==> src/rtl/aes_bus_sequencer.sv <==
// aes_bus_sequencer: bus master that configures the AES register core and streams blocks through it.
module aes_bus_sequencer #(
    parameter logic [23:0] BASE_ADDR  = 24'h000000,
    parameter int          POLL_LIMIT = 1024
) (
    input  logic         clk,
    input  logic         resetn,
    input  logic         cfg_start,
    input  logic [127:0] cfg_key,
    input  logic [127:0] cfg_iv,
    input  logic         cfg_encdec,
    input  logic [1:0]   cfg_mode,
    input  logic         in_valid,
    output logic         in_ready,
    input  logic [127:0] in_block,
    output logic         out_valid,
    input  logic         out_ready,
    output logic [127:0] out_block,
    output logic         m_valid,
    output logic         m_wen,
    output logic [23:0]  m_addr,
    output logic [31:0]  m_wdata,
    input  logic [31:0]  m_rdata,
    input  logic         m_ready,
    output logic         busy,
    output logic         error
);
    localparam int PW = $clog2(POLL_LIMIT + 1) > 10 ? $clog2(POLL_LIMIT + 1) : 10;
    typedef enum logic [3:0] {IDLE, CFG, WAIT_IN, PT_WR, GO, GAP, POLL, CT_RD, OUT} state_t;
    state_t         state, state_nx;
    logic [3:0]     cnt;
    logic [PW-1:0]  poll_cnt;
    logic [127:0]   key_r, iv_r, blk_r;
    logic           encdec_r;
    logic [1:0]     mode_r;
    logic [7:0]     off;
    logic [1:0]     cfg_i;
    logic           xfer, cfg_acc, poll_tmo;

    function automatic logic [31:0] word(input logic [127:0] v, input logic [1:0] i);
        return i == 2'd0 ? v[127:96] : i == 2'd1 ? v[95:64] : i == 2'd2 ? v[63:32] : v[31:0];
    endfunction

    assign xfer      = m_valid && m_ready;
    assign cfg_acc   = cfg_start && (state == IDLE || state == WAIT_IN);
    assign poll_tmo  = state == POLL && xfer && !m_rdata[0] && poll_cnt == PW'(POLL_LIMIT - 1);
    // KEY occupies counts 2..5 and IV 6..9; both map to word 0..3 by subtracting 2 mod 4
    assign cfg_i     = cnt[1:0] - 2'd2;
    assign m_addr    = m_valid ? BASE_ADDR + {16'h0, off} : '0;
    assign busy      = state != IDLE && state != WAIT_IN;
    assign out_valid = state == OUT;

    always_comb begin
        state_nx = state;
        in_ready = 1'b0;
        m_valid  = 1'b0;
        m_wen    = 1'b0;
        off      = '0;
        m_wdata  = '0;
        case (state)
            IDLE: state_nx = cfg_start ? CFG : IDLE;
            CFG: begin
                m_valid = 1'b1;
                m_wen   = 1'b1;
                off     = cnt < 4'd2 ? 8'h00 : cnt < 4'd6 ? 8'h04 + {4'h0, cfg_i, 2'b00}
                                                          : 8'h24 + {4'h0, cfg_i, 2'b00};
                m_wdata = cnt == 4'd0 ? 32'h1 : cnt == 4'd1 ? {27'h0, mode_r, encdec_r, 2'b00}
                        : cnt < 4'd6 ? word(key_r, cfg_i) : word(iv_r, cfg_i);
                if (xfer && cnt == 4'd9) state_nx = WAIT_IN;
            end
            WAIT_IN: begin
                in_ready = !cfg_start;
                state_nx = cfg_start ? CFG : in_valid ? PT_WR : WAIT_IN;
            end
            PT_WR: begin
                m_valid = 1'b1;
                m_wen   = 1'b1;
                off     = 8'h14 + {4'h0, cnt[1:0], 2'b00};
                m_wdata = word(blk_r, cnt[1:0]);
                if (xfer && cnt == 4'd3) state_nx = GO;
            end
            GO: begin
                m_valid = 1'b1;
                m_wen   = 1'b1;
                m_wdata = {27'h0, mode_r, encdec_r, 2'b10};
                if (xfer) state_nx = GAP;
            end
            GAP: state_nx = POLL;
            POLL: begin
                m_valid = 1'b1;
                off     = 8'h44;
                if (xfer && m_rdata[0]) state_nx = CT_RD;
                else if (poll_tmo) state_nx = IDLE;
            end
            CT_RD: begin
                m_valid = 1'b1;
                off     = 8'h34 + {4'h0, cnt[1:0], 2'b00};
                if (xfer && cnt == 4'd3) state_nx = OUT;
            end
            OUT: state_nx = out_ready ? WAIT_IN : OUT;
            default: state_nx = IDLE;
        endcase
    end

    always_ff @(posedge clk or negedge resetn) begin
        if (!resetn) begin
            state     <= IDLE;
            cnt       <= '0;
            poll_cnt  <= '0;
            key_r     <= '0;
            iv_r      <= '0;
            blk_r     <= '0;
            encdec_r  <= 1'b0;
            mode_r    <= '0;
            out_block <= '0;
            error     <= 1'b0;
        end else begin
            state    <= state_nx;
            cnt      <= state_nx != state ? '0 : xfer ? cnt + 4'd1 : cnt;
            poll_cnt <= state != POLL ? '0 : xfer ? poll_cnt + PW'(1) : poll_cnt;
            if (cfg_acc) begin
                key_r    <= cfg_key;
                iv_r     <= cfg_iv;
                encdec_r <= cfg_encdec;
                mode_r   <= cfg_mode;
            end
            error <= cfg_acc ? 1'b0 : poll_tmo ? 1'b1 : error;
            if (in_valid && in_ready) blk_r <= in_block;
            if (state == CT_RD && xfer)
                out_block <= {cnt[1:0] == 2'd0 ? m_rdata : out_block[127:96],
                              cnt[1:0] == 2'd1 ? m_rdata : out_block[95:64],
                              cnt[1:0] == 2'd2 ? m_rdata : out_block[63:32],
                              cnt[1:0] == 2'd3 ? m_rdata : out_block[31:0]};
        end
    end
endmodule

==> config.mk <==
export PLATFORM = sky130hd
export DESIGN_NAME = aes_bus_sequencer
export DESIGN_NICKNAME = d
export VERILOG_FILES = /design/src/rtl/aes_bus_sequencer.sv
export SDC_FILE = /design/constraint.sdc
export NUM_CORES = 1
export LEC_CHECK = 0
export CAP_MARGIN = 20
export CORE_AREA = 2 2 238 240
export DETAILED_ROUTE_END_ITERATION = 8
export DIE_AREA = 0 0 240 242
export PLACE_DENSITY = 0.74
export SYNTH_ARGS = -nofsm -noshare
export SYNTH_HDL_FRONTEND = slang
export SYNTH_SLANG_ARGS = --single-unit
==> constraint.sdc <==
create_clock -name clk -period 3 [get_ports clk]
set_input_delay 0.3 -clock clk [delete_from_list [all_inputs] [get_ports clk]]
set_output_delay 0.3 -clock clk [all_outputs]
set_load 0.01 [all_outputs]
After elaboration in Yosys (flattened, before gate mapping)
Cells that the tools add are included.
- bits in registers: 535
- bits of input ports: 425
- output and inout bits: 190
- logic and storage cells: 107
- $add $sub $neg: 7
- magnitude comparators: 2
- equality and inequality tests: 20
- mux-type cells: 37
- reduce and logical (&&, ||, !) cells: 28
- operators with widths (cell ; count):
    $mux 32 ; 12
    $pmux 32 s3 ; 1
    $mux 4 ; 9
    $pmux 4 s9 ; 1
    $pmux 7 s4 ; 1
    $mux 11 ; 2
    $eq 4x3->1 const B ; 4
    $add 6x4->7 const A ; 2
    $mux 7 ; 2
    $eq 4x2->1 const B ; 3
    $add 11x1->11 const B ; 1
    $eq 11x10->1 const B ; 1
    $logic_and 1x1->1 ; 11
    $eq 4x1->1 const B ; 2
    $eq 4x4->1 const B ; 2
    $logic_not 4->1 ; 2
    $mux 8 ; 1
    $reduce_and 2->1 ; 4
    $mux 1 ; 7
    $add 5x4->6 const A ; 1
    $eq 2x2->1 const B ; 3
    $reduce_bool 2->1 ; 3
    $add 3x4->5 const A ; 1
    $reduce_or 5->1 ; 1
    14 further kinds ; 17

Logic depth before layout (Yosys ltp)
Gate-level depths: netlist of the first run.
- depth in word-level cells: 12
- mapped depth: 10
- depth with buffers taken out: 7

Worst setup path before layout of the first run
OpenSTA, ideal clock, no wires.
- kind: register to output
- start point: reg cnt[1]
- end point: out m_wdata[0]
- arrival time: 2157 ps
- data required time: 2700 ps
- path slack: 543 ps
- stages on the path, launching flop included: 9
- path buffers: 3
- cell sequence: dfrtp_1 -> inv_1 -> ha_1 -> buf_2 -> buf_2 -> buf_1 -> mux4_2 -> o211ai_1 -> o211ai_1
- word-level cells in the longest chain between the ends: 9
- elaborated cells between the ends (all ways): 23
- those cells by class: add/sub: 1; order compare: 1; eq/ne: 5; mux: 13; reduce/logical: 3
- RTL lines (element ; line ; source):
    start: declaration ; 31 ; logic [3:0] cnt;
    start signal: assignment ; 119 ; cnt <= state_nx != state ? '0 : xfer ? cnt + 4'd1 : cnt;
    $sub 2x2->2 ; 48 ; assign cfg_i = cnt[1:0] - 2'd2;
    $eq 2x2->1 ; 41 ; return i == 2'd0 ? v[127:96] : i == 2'd1 ? v[95:64] : i == 2'd2 ? v[63:32] : v[31:0];
    $mux 32 (3 in series) ; 41 ;
    $mux 32 ; 68 ; : cnt < 4'd6 ? word(key_r, cfg_i) : word(iv_r, cfg_i);
    $mux 32 (2 in series) ; 67 ; m_wdata = cnt == 4'd0 ? 32'h1 : cnt == 4'd1 ? {27'h0, mode_r, encdec_r, 2'b00}
    $pmux 32 s3 * ; 60 ; case (state)
    end: declaration ; 22 ; output logic [31:0] m_wdata,
Every way passes the cells marked *; elsewhere a longest branch is shown, timed or not.

Worst setup path in the final report of the first run
- start point: reg cnt[1]
- end point: out m_wdata[2]
The elaborated chain is that of the path after synthesis.

==> results of run 1 <==
==> worst max-delay path, delay by kind of cell, from the launching register on <==
kind / cells / cell delay (ps)
AO/OA/AOI/OAI: 3 / 760
buffers and inverters: 2 / 320
flip-flops: 1 / 450
multiplexers: 1 / 530
==> power breakdown <==
group / total (µW) / switching (µW) / internal [µW]
Sequential: 12500 / 2030 / 10500
Combinational: 12000 / 4860 / 7140
Clock: 7100 / 2910 / 4190
Total: 31600 / 9800 / 21800
==> final cells by class <==
| class | count | share of cell area |
|---|---|---|
| Antenna cell | 10 | 0.000729 |
| Clock buffer | 90 | 0.0517 |
| Clock inverter | 13 | 0.00354 |
| Inverter | 5 | 0.000547 |
| Multi-Input combinational cell | 1153 | 0.314 |
| Sequential cell | 535 | 0.390 |
| Tap cell | 756 | 0.0276 |
| Timing Repair Buffer | 707 | 0.212 |
==> layer usage <==
metal  routed length, µm  GRT usage
met2               40100      0.470
met1               29200      0.308
met4                3240      0.113
met3                6330     0.0792
met5                 207          0
==> kinds of logic (layout without fill, tap and decap cells) <==
group / after synthesis / count (layout) / synth area share
mux: 611 / 611 / 0.311
fa+ha+maj: 6 / 6 / 0.00307
xor+xnor: 14 / 14 / 0.00501
buf+inv: 143 / 815 / 0.0332
compound gates: 99 / 100 / 0.0239
flops: 535 / 535 / 0.547
simple gates: 403 / 403 / 0.0765
other cells: 1 / 29 / 0.000153
==> synthesized netlist by cell type, types with 4 or more instances <==
cell,instances
buf_2,43
ha_1,6
xnor2_1,8
mux4_2,32
mux2i_1,63
o21ai_0,35
mux2_4,120
nor4_1,4
mux2_1,11
nor2_1,63
nand2b_1,31
nor3_1,8
nand3b_1,4
inv_1,5
dfrtp_1,535
nand3_1,91
o21ai_1,27
buf_4,31
mux2_2,385
nand2_1,174
xor2_1,6
a21oi_1,12
buf_6,14
nor2b_1,5
clkbuf_1,35
buf_1,15
==> how the worst min path moves through the flow <==
stage | to | slack [ps] | depth (start not counted)
after floorplan | blk_r[0] | 4 | 0
final | iv_r[16] | 280 | 2
after global placement | key_r[16] | 350 | 1
after global routing | key_r[63] | 270 | 2
after CTS | key_r[117] | 260 | 2
after detailed placement | iv_r[16] | 350 | 1
==> registers in the layout, summed over array words and instances (netlist names) <==
register	flops
blk_r	128
error	1
mode_r	2
iv_r	128
encdec_r	1
key_r	128
state	4
out_block	128
cnt	4
poll_cnt	11
==> stage by stage <==
step	power [µW]	hold slack [ps]	util	setup TNS (ps)
final	31600	276	0.616	0
after global routing	33300	272	0.616	-302
after CTS	31700	261	0.612	-474
after detailed placement	23800	351	0.566	-88.4
after global placement	23400	346	0.566	0
after floorplan	18800	4.41	-	0
==> timing repair <==
item / 4_1_cts / 5_1_grt
hold buffers: 1 / 0
resized for setup: 171 / 57
setup endpoints to repair: 36 / 35
setup buffers: 27 / 8
pin swaps: 10 / 16
gates cloned: 8 / 1
hold endpoints to repair: 61 / 0
==> impl_metrics.csv, run 1 <==
group,metric,value,unit
status,status,"complete, no violations",
finish,layout_common_cells,"clkdlybuf4s50_1, dfrtp_1, mux2_2",
worst_hold_path,worstHoldPathType,"input pin to asynchronous set/reset pin",
drt,via_count,17300,
drt,wire_per_inst,24.2,µm
timing,period_share,0.990,
clocking,cts_tree,"built",
critical_path,critPathSlowestCell,"mux4_2",
synthesis,ys_types,57,
synthesis,async_flop_share,1.00,
finish,drive_above_1_share,0.337,
synthesis,synth_top_area_cell,"dfrtp_1",
drt,first_iter_violations,862,
finish,area_growth,40.2,%
floorplan,coreArea,55700,µm²
synthesis,postSynthAreaPerCell,13.5,µm²
floorplan,row_count,87,
timing,max_slew.worst_pin.slew,693,ps
timing,drv_slew,0,
timing,finalClockSkew,16.9,ps
critical_path,crit_path_max_fanout,10,
drt,drtPass1Iterations,5,
critical_path,crit_chain,"a21o_4, buf_12, mux4_2, o2111a_1, a221o_1, buf_2",
clocking,h-tree-depth,2,
timing,timing.slew.headroom,0.538,
pwr,peakVddDrop,538,µV
finish,layout.nets,2890,
drt,via_per_inst,5.29,
flow_run,maxCapViolations,0,
synthesis,synth-edff-count,0,
drt,postRouteAntennaNets,0,
finish,multi_input_area,10800,µm²
placed_design,gp_congestion,0.920,
timing,setup_viol,0,
finish,finalInstanceArea,34300,µm²
synthesis,yosysWarnings,0,
critical_path,critPathKind,"flop to output port",
timing,setup_ws,29.9,ps
floorplan,die_h,242,µm
clocking,ctsLongestPathBuffers,3,
pwr,power.density,922,nW/µm²
floorplan,start_util,0.439,
floorplan,fp.dieArea,58100,µm²
drt,wirelength,79.1,mm
critical_path,reg2reg_depth,8,
finish,final_cells,3269,
floorplan,die_w,240,µm
synthesis,synth_area_leaders,"dfrtp_1, mux2_2, mux2_4",
synthesis,ys_ff_latch,535,
timing,hold_viol,0,
critical_path,worstSetupStartpointType,"flop",
critical_path,rrSetupSlack,330,ps
synthesis,mappedNetlistArea,24500,µm²
placed_design,port_buffers,595,
clocking,clock-sinks,535,
placed_design,dp_hpwl,57.9,mm
synthesis,ys.flop_type,"dfrtp_1",
critical_path,crit_start,"cnt[1]",
grt,grt_max_degree,83,
critical_path,max_stage_delay,530,ps
finish,regArea,13400,µm²
clocking,cts.clk_slew.worst_paths,60,ps
synthesis,synth_top_area_frac,0.547,
critical_path,required,2700,ps
clocking,cts_root_buffer,"clkbuf_16",
placed_design,placed_area,31500,µm²
timing,fin_crit,2970,ps
grt,grt_antenna_before_repair,28,
placed_design,dp_cells,3114,
synthesis,seq_area_frac_synth,0.547,
critical_path,rr_startpoint,"cnt[1]",
placed_design,dp_slack,-79.6,ps
finish,fill_cells,4295,
critical_path,arrival,2670,ps
critical_path,cp-endpoint,"m_wdata[2]",
synthesis,syn_inst,1812,
floorplan,io_pins,615,
clocking,clk_latency,610,ps
critical_path,end_kind,"output port",
clocking,numCtsBuffers,57,
timing,rsz0062_at_grt,"true",
pwr,leakagePower,0.0151,µW
critical_path,reg2reg_to,"cnt[0]",
grt,first_global_vias,18900,
finish,layout_commonest_cell,"clkdlybuf4s50_1",
timing,max_freq,337,MHz
grt,groute.usage.overall,0.270,
grt,grt-ovfl-total,0,
grt,grt_pass1_wl,117,mm
drt,drc,0,
No activity file was read; power rests on OpenSTA's default activity.
==> inputs of run 2 (changes only) <==
==> config.mk (replaced) <==
export PLATFORM = sky130hd
export DESIGN_NAME = aes_bus_sequencer
export DESIGN_NICKNAME = d
export VERILOG_FILES = /design/src/rtl/aes_bus_sequencer.sv
export SDC_FILE = /design/constraint.sdc
export NUM_CORES = 1
export LEC_CHECK = 0
export CORE_AREA = 2 2 237 239
export DETAILED_ROUTE_END_ITERATION = 8
export DIE_AREA = 0 0 239 241
export PLACE_DENSITY = 0.77
export SYNTH_ARGS = -nofsm -noshare
export SYNTH_HDL_FRONTEND = slang
export SYNTH_SLANG_ARGS = --single-unit
==> constraint.sdc (replaced) <==
create_clock -name clk -period 2.7 [get_ports clk]
set_input_delay 0.27 -clock clk [delete_from_list [all_inputs] [get_ports clk]]
set_output_delay 0.27 -clock clk [all_outputs]
set_load 0.01 [all_outputs]
==> run 2 against run 1 <==
  * The flow now finishes with violations (negative setup slack)
  * Flip-flop and latch count unchanged
  * Via count increased by 2.8%
  * Non-clock buffer count increased by 78
  * Highest routed layer unchanged
  * Largest power group is now combinational cells
==> impl_metrics.csv, run 2 (same netlist as run 1, synthesis figures left out) <==
group,metric,value,unit
pwr,clkPwrFrac,0.221,
drt,wirelength,80.3,mm
placed_design,dp_cells,3112,
timing,max_slew.worst_pin.slew,856,ps
grt,grt-ovfl-total,0,
finish,final_util,0.647,
pwr,sw_frac_of_total,0.310,
critical_path,critPathSlowestCell,"dfrtp_2",
clocking,cts.clk_slew.worst_paths,60,ps
finish,layout.nets,2967,
floorplan,die_h,241,µm
drt,via_per_inst,5.40,
critical_path,crit_path_max_fanout,4,
pwr,power.density,1020,nW/µm²
timing,rsz0062_at_grt,"true",
floorplan,io_pins,615,
critical_path,required,2430,ps
timing,timing.slew.headroom,0.429,
timing,fin_crit,3040,ps
finish,layout_commonest_cell,"clkdlybuf4s50_1",
finish,drive_above_1_share,0.382,
clocking,ctsLongestPathBuffers,3,
status,violations,"negative setup slack",
floorplan,coreArea,54900,µm²
drt,first_iter_violations,1064,
finish,area_growth,45.0,%
pwr,p_total,36100,µW
placed_design,gp_congestion,0.930,
drt,via_count,17800,
finish,fill_cells,3917,
clocking,cts_root_buffer,"clkbuf_16",
pwr,p_sw,11200,µW
placed_design,port_buffers,595,
floorplan,fp.dieArea,57600,µm²
critical_path,path_buf_inv,4,
finish,final_cells,3292,
timing,setup_ws,-344,ps
critical_path,arrival,2770,ps
critical_path,end_kind,"output port",
timing,max_freq,329,MHz
placed_design,dp_hpwl,58.5,mm
timing,drv_slew,0,
critical_path,max_stage_delay,450,ps
floorplan,die_w,239,µm
grt,first_global_vias,18900,
floorplan,start_util,0.446,
clocking,cts_tree,"built",
timing,setup_viol,32,
critical_path,critical_path.top_delay_family,"compound AO/OA/AOI/OAI gates",
pwr,combinationalPowerShare,0.394,
grt,grt_antenna_before_repair,22,
drt,drc,0,
clocking,clk_latency,630,ps
floorplan,row_count,86,
grt,groute.usage.overall,0.273,
timing,period_share,1.13,
drt,wire_per_inst,24.4,µm
clocking,numCtsBuffers,56,
flow_run,maxCapViolations,0,
pwr,peakVddDrop,586,µV
critical_path,worstSetupStartpointType,"flop",
pwr,leakagePower,0.0156,µW
finish,layout_common_cells,"clkdlybuf4s50_1, dfrtp_1, mux2_2",
critical_path,critPathKind,"flop to output port",
drt,postRouteAntennaNets,0,
grt,grt_max_degree,87,
timing,fin_tns_setup,-6390,ps
drt,drtPass1Iterations,5,
timing,hold_viol,0,
status,status,"finished with violations",
critical_path,crit_chain,"buf_6, a21o_4, buf_12, buf_6, mux4_2, o211ai_1, o211ai_1, buf_4",
grt,grt_pass1_wl,117,mm
pwr,p_int,24900,µW
clocking,clock-sinks,535,
timing,finalClockSkew,28.3,ps
clocking,h-tree-depth,2,
pwr,power_frac_seq,0.385,
worst_hold_path,worstHoldPathType,"input pin to flop",
-- run 2: cell types whose count changed in the layout (fill, tap and decap cells not counted), moves of 8 or more --
| cell | change |
|---|---|
| buf_12 | +14 |
| nand3_1 | -10 |
| buf_6 | +29 |
| nor2_1 | -15 |
| buf_8 | +9 |
| buf_4 | +37 |
| nand2b_4 | +8 |
| o21ai_0 | -8 |
| nor2_2 | +9 |
-- run 2: worst paths after layout --
path                                      end       start  slack (ps)  cells after the start
worst min register to register     key_r[120]  key_r[120]         490                      1
worst max-delay path               m_wdata[0]      cnt[1]        -340                      8
worst min-delay path                 iv_r[51]  cfg_iv[51]         250                      2
max in group asynchronous       out_block[70]      resetn        1490                      3
min in group asynchronous          key_r[112]      resetn         270                      2
worst max register to register      blk_r[58]    state[0]         240                      7
-- run 2: power by group through the flow --
| stage | clock [µW] | combinational, µW | sequential [µW] |
|---|---|---|---|
| 5_1_grt | 8440 | 15100 | 14300 |
| 2_1_floorplan | 0 | 7490 | 13400 |
| 4_1_cts | 8130 | 13800 | 13800 |
| 6_report | 8000 | 14200 | 13900 |
| 3_3_place_gp | 0 | 12500 | 13700 |
| 3_5_place_dp | 0 | 12800 | 13900 |
-- run 2: layout make-up --
class	count	area, µm²	area share
diodes	10	25.0	0.000705
clock buffers	77	1600	0.0451
clock inverters	23	314	0.00885
inverters	5	22.5	0.000635
multi-input cells	1153	11200	0.314
flip-flops and latches	535	13400	0.377
well taps	704	881	0.0248
repair buffers	785	8100	0.228
-- run 2: per-layer routing --
| layer | up-vias | track usage | routed length, µm |
|---|---|---|---|
| li1 | 7844 | - | - |
| met4 | 20 | 0.115 | 3240 |
| met3 | 188 | 0.0715 | 6210 |
| met5 | - | 0 | 127 |
| met2 | 731 | 0.482 | 40800 |
| met1 | 8988 | 0.316 | 29900 |
-- run 2: metrics by stage --
| stage | hold slack, ps | setup slack, ps | instance area, µm² |
|---|---|---|---|
| 6_report | 248 | -344 | 35500 |
| 5_1_grt | 245 | -398 | 35500 |
| 4_1_cts | 224 | -419 | 35000 |
| 3_5_place_dp | 371 | -242 | 32000 |
| 3_3_place_gp | 355 | -235 | 32000 |
| 2_1_floorplan | -25.6 | 273 | 24500 |
-- run 2: timing repair --
item | CTS | global route
gates cloned | 7 | 0
hold buffers | 1 | 0
setup endpoints to repair | 39 | 39
buffers inserted | 48 | 21
gates resized for setup | 305 | 90
hold endpoints to repair | 67 | 0
pin swaps | 25 | 38
-- run 2: worst reg2reg max path, stage by stage (launching register included) --
cell and delay [ps]:
dfrtp_1 380, buf_4 200, or3_1 510, nor3_4 230
buf_4 160, nand2_8 120, buf_4 360, mux2_4 370
==> inputs of run 3 (changes only) <==
==> constraint.sdc (replaced) <==
create_clock -name clk -period 2.7 [get_ports clk]
set_input_delay 0.81 -clock clk [delete_from_list [all_inputs] [get_ports clk]]
set_output_delay 0.81 -clock clk [all_outputs]
set_load 0.01 [all_outputs]
==> run 3 against run 2 <==
  * The run still ends with negative setup slack left
  * Register-to-register slack got worse by 60 ps
  * Clock skew rose by 0.60 ps
  * Via count rose by 0.64%
  * Worst setup slack got worse by 420 ps
  * Critical endpoint unchanged
  * Final cell count rose by 1.1%
  * Flip-flop and latch count did not move
  * Sequential power barely moved
==> impl_metrics.csv, run 3 (same netlist as run 1, synthesis figures left out) <==
group,metric,value,unit
finish,layout_commonest_cell,"clkdlybuf4s50_1",
timing,max_slew.worst_pin.slew,524,ps
clocking,clock-sinks,535,
clocking,ctsLongestPathBuffers,3,
finish,drive_above_1_share,0.401,
pwr,combinationalPowerShare,0.400,
timing,hold_viol,0,
grt,grt-ovfl-total,0,
worst_hold_path,worstHoldPathType,"input pin to asynchronous set/reset pin",
floorplan,die_h,241,µm
critical_path,path_buf_inv,3,
timing,fin_crit,3460,ps
critical_path,cpMostUsedCell,"o211ai_1",
placed_design,dp_hpwl,59.5,mm
critical_path,critPathKind,"flop to output port",
timing,whs,101,ps
clocking,cts.clk_slew.worst_paths,60,ps
status,violations,"negative setup slack",
critical_path,arrival,2650,ps
grt,grt_max_degree,78,
finish,multi_input_area,11200,µm²
clocking,cts_tree,"built",
critical_path,worstSetupStartpointType,"flop",
drt,wirelength,80.6,mm
timing,setup_viol,41,
drt,wire_per_inst,24.2,µm
clocking,cts_hold_buf,0,
finish,layout.nets,3007,
timing,period_share,1.28,
drt,first_iter_violations,1152,
pwr,leakagePower,0.0158,µW
critical_path,critical_path.top_delay_family,"compound AO/OA/AOI/OAI gates",
finish,fill_cells,3895,
drt,via_per_inst,5.37,
placed_design,gp_congestion,0.935,
finish,regArea,13400,µm²
drt,drc,0,
grt,first_global_vias,19500,
drt,postRouteAntennaNets,0,
clocking,clk_latency,620,ps
grt,grt_pass1_wl,119,mm
critical_path,crit_chain,"a21o_4, buf_12, buf_6, mux4_2, o211ai_1, o211ai_1, buf_4",
timing,rsz0062_at_grt,"true",
finish,final_cells,3329,
clocking,h-tree-depth,2,
timing,max_freq,289,MHz
floorplan,row_count,86,
grt,grt_antenna_before_repair,20,
finish,layout_common_cells,"clkdlybuf4s50_1, dfrtp_1, mux2_2",
drt,via_count,17900,
critical_path,critPathSlowestCell,"mux4_2",
critical_path,end_kind,"output port",
timing,timing.slew.headroom,0.645,
floorplan,coreArea,54900,µm²
finish,area_growth,47.1,%
clocking,cts_root_buffer,"clkbuf_16",
clocking,numCtsBuffers,56,
pwr,clkPwrFrac,0.214,
floorplan,fp.dieArea,57600,µm²
floorplan,io_pins,615,
timing,fin_tns_setup,-22970,ps
timing,drv_slew,0,
grt,groute.usage.overall,0.276,
critical_path,max_stage_delay,490,ps
critical_path,required,1890,ps
pwr,p_sw,11400,µW
pwr,power.density,1010,nW/µm²
timing,finalClockSkew,28.9,ps
pwr,p_int,24900,µW
drt,drtPass1Iterations,5,
placed_design,port_buffers,595,
status,status,"finished with violations",
floorplan,start_util,0.446,
pwr,power_frac_seq,0.386,
floorplan,die_w,239,µm
pwr,sw_frac_of_total,0.314,
pwr,peakVddDrop,622,µV
flow_run,maxCapViolations,0,
critical_path,rrSetupSlack,180,ps
critical_path,crit_path_max_fanout,6,
timing,setup_ws,-765,ps
placed_design,dp_cells,3153,
[run 3: what timing repair did]
item / 4_1_cts / 5_1_grt
setup endpoints to repair: 42 / 42
gates resized for setup: 368 / 96
setup buffers: 47 / 24
gates cloned: 7 / 3
pin swaps: 39 / 36
[run 3: cell type report]
| type | count | share of cell area |
|---|---|---|
| clock inverter | 20 | 0.00678 |
| inverter | 5 | 0.000695 |
| antenna | 7 | 0.000487 |
| sequential | 535 | 0.372 |
| timing repair buffer | 826 | 0.238 |
| tap | 704 | 0.0245 |
| clock buffer | 80 | 0.0445 |
| multi-input combinational | 1152 | 0.313 |
[run 3: per-layer routing]
layer,part of all wire,up-vias,global-route usage
met5,0.0015,-,0
li1,-,7921,-
met3,0.079,185,0.0726
met4,0.044,18,0.118
met2,0.51,732,0.494
met1,0.36,9028,0.310
[run 3: power by group through the flow]
stage                     clock network (µW)  registers [µW]  logic [µW]
after floorplan                            0           13400        7500
after global placement                     0           13800       12500
after detailed placement                   0           14000       12900
after CTS                               7920           14000       14200
after global routing                    8240           14400       15500
final                                   7790           14100       14500
[run 3: final timing paths]
check,cells past startpoint,end,start
min in group clk,1,key_r[124],key_r[124]
max in group asynchronous,3,out_block[101],resetn
max,7,m_wdata[0],cnt[1]
min,1,iv_r[110],resetn
max reg2reg,10,cnt[3],cnt[1]
min reg2reg,1,key_r[124],key_r[124]
[run 3: metrics by stage]
step	power [µW]	setup slack (ps)	utilization	cell area, µm²
CTS	36100	-793	0.646	35500
global placement	26400	-689	0.591	32400
floorplan	20900	14.3	-	24500
finish	36400	-765	0.656	36000
detailed placement	26900	-677	0.591	32400
global route	38200	-838	0.656	36000
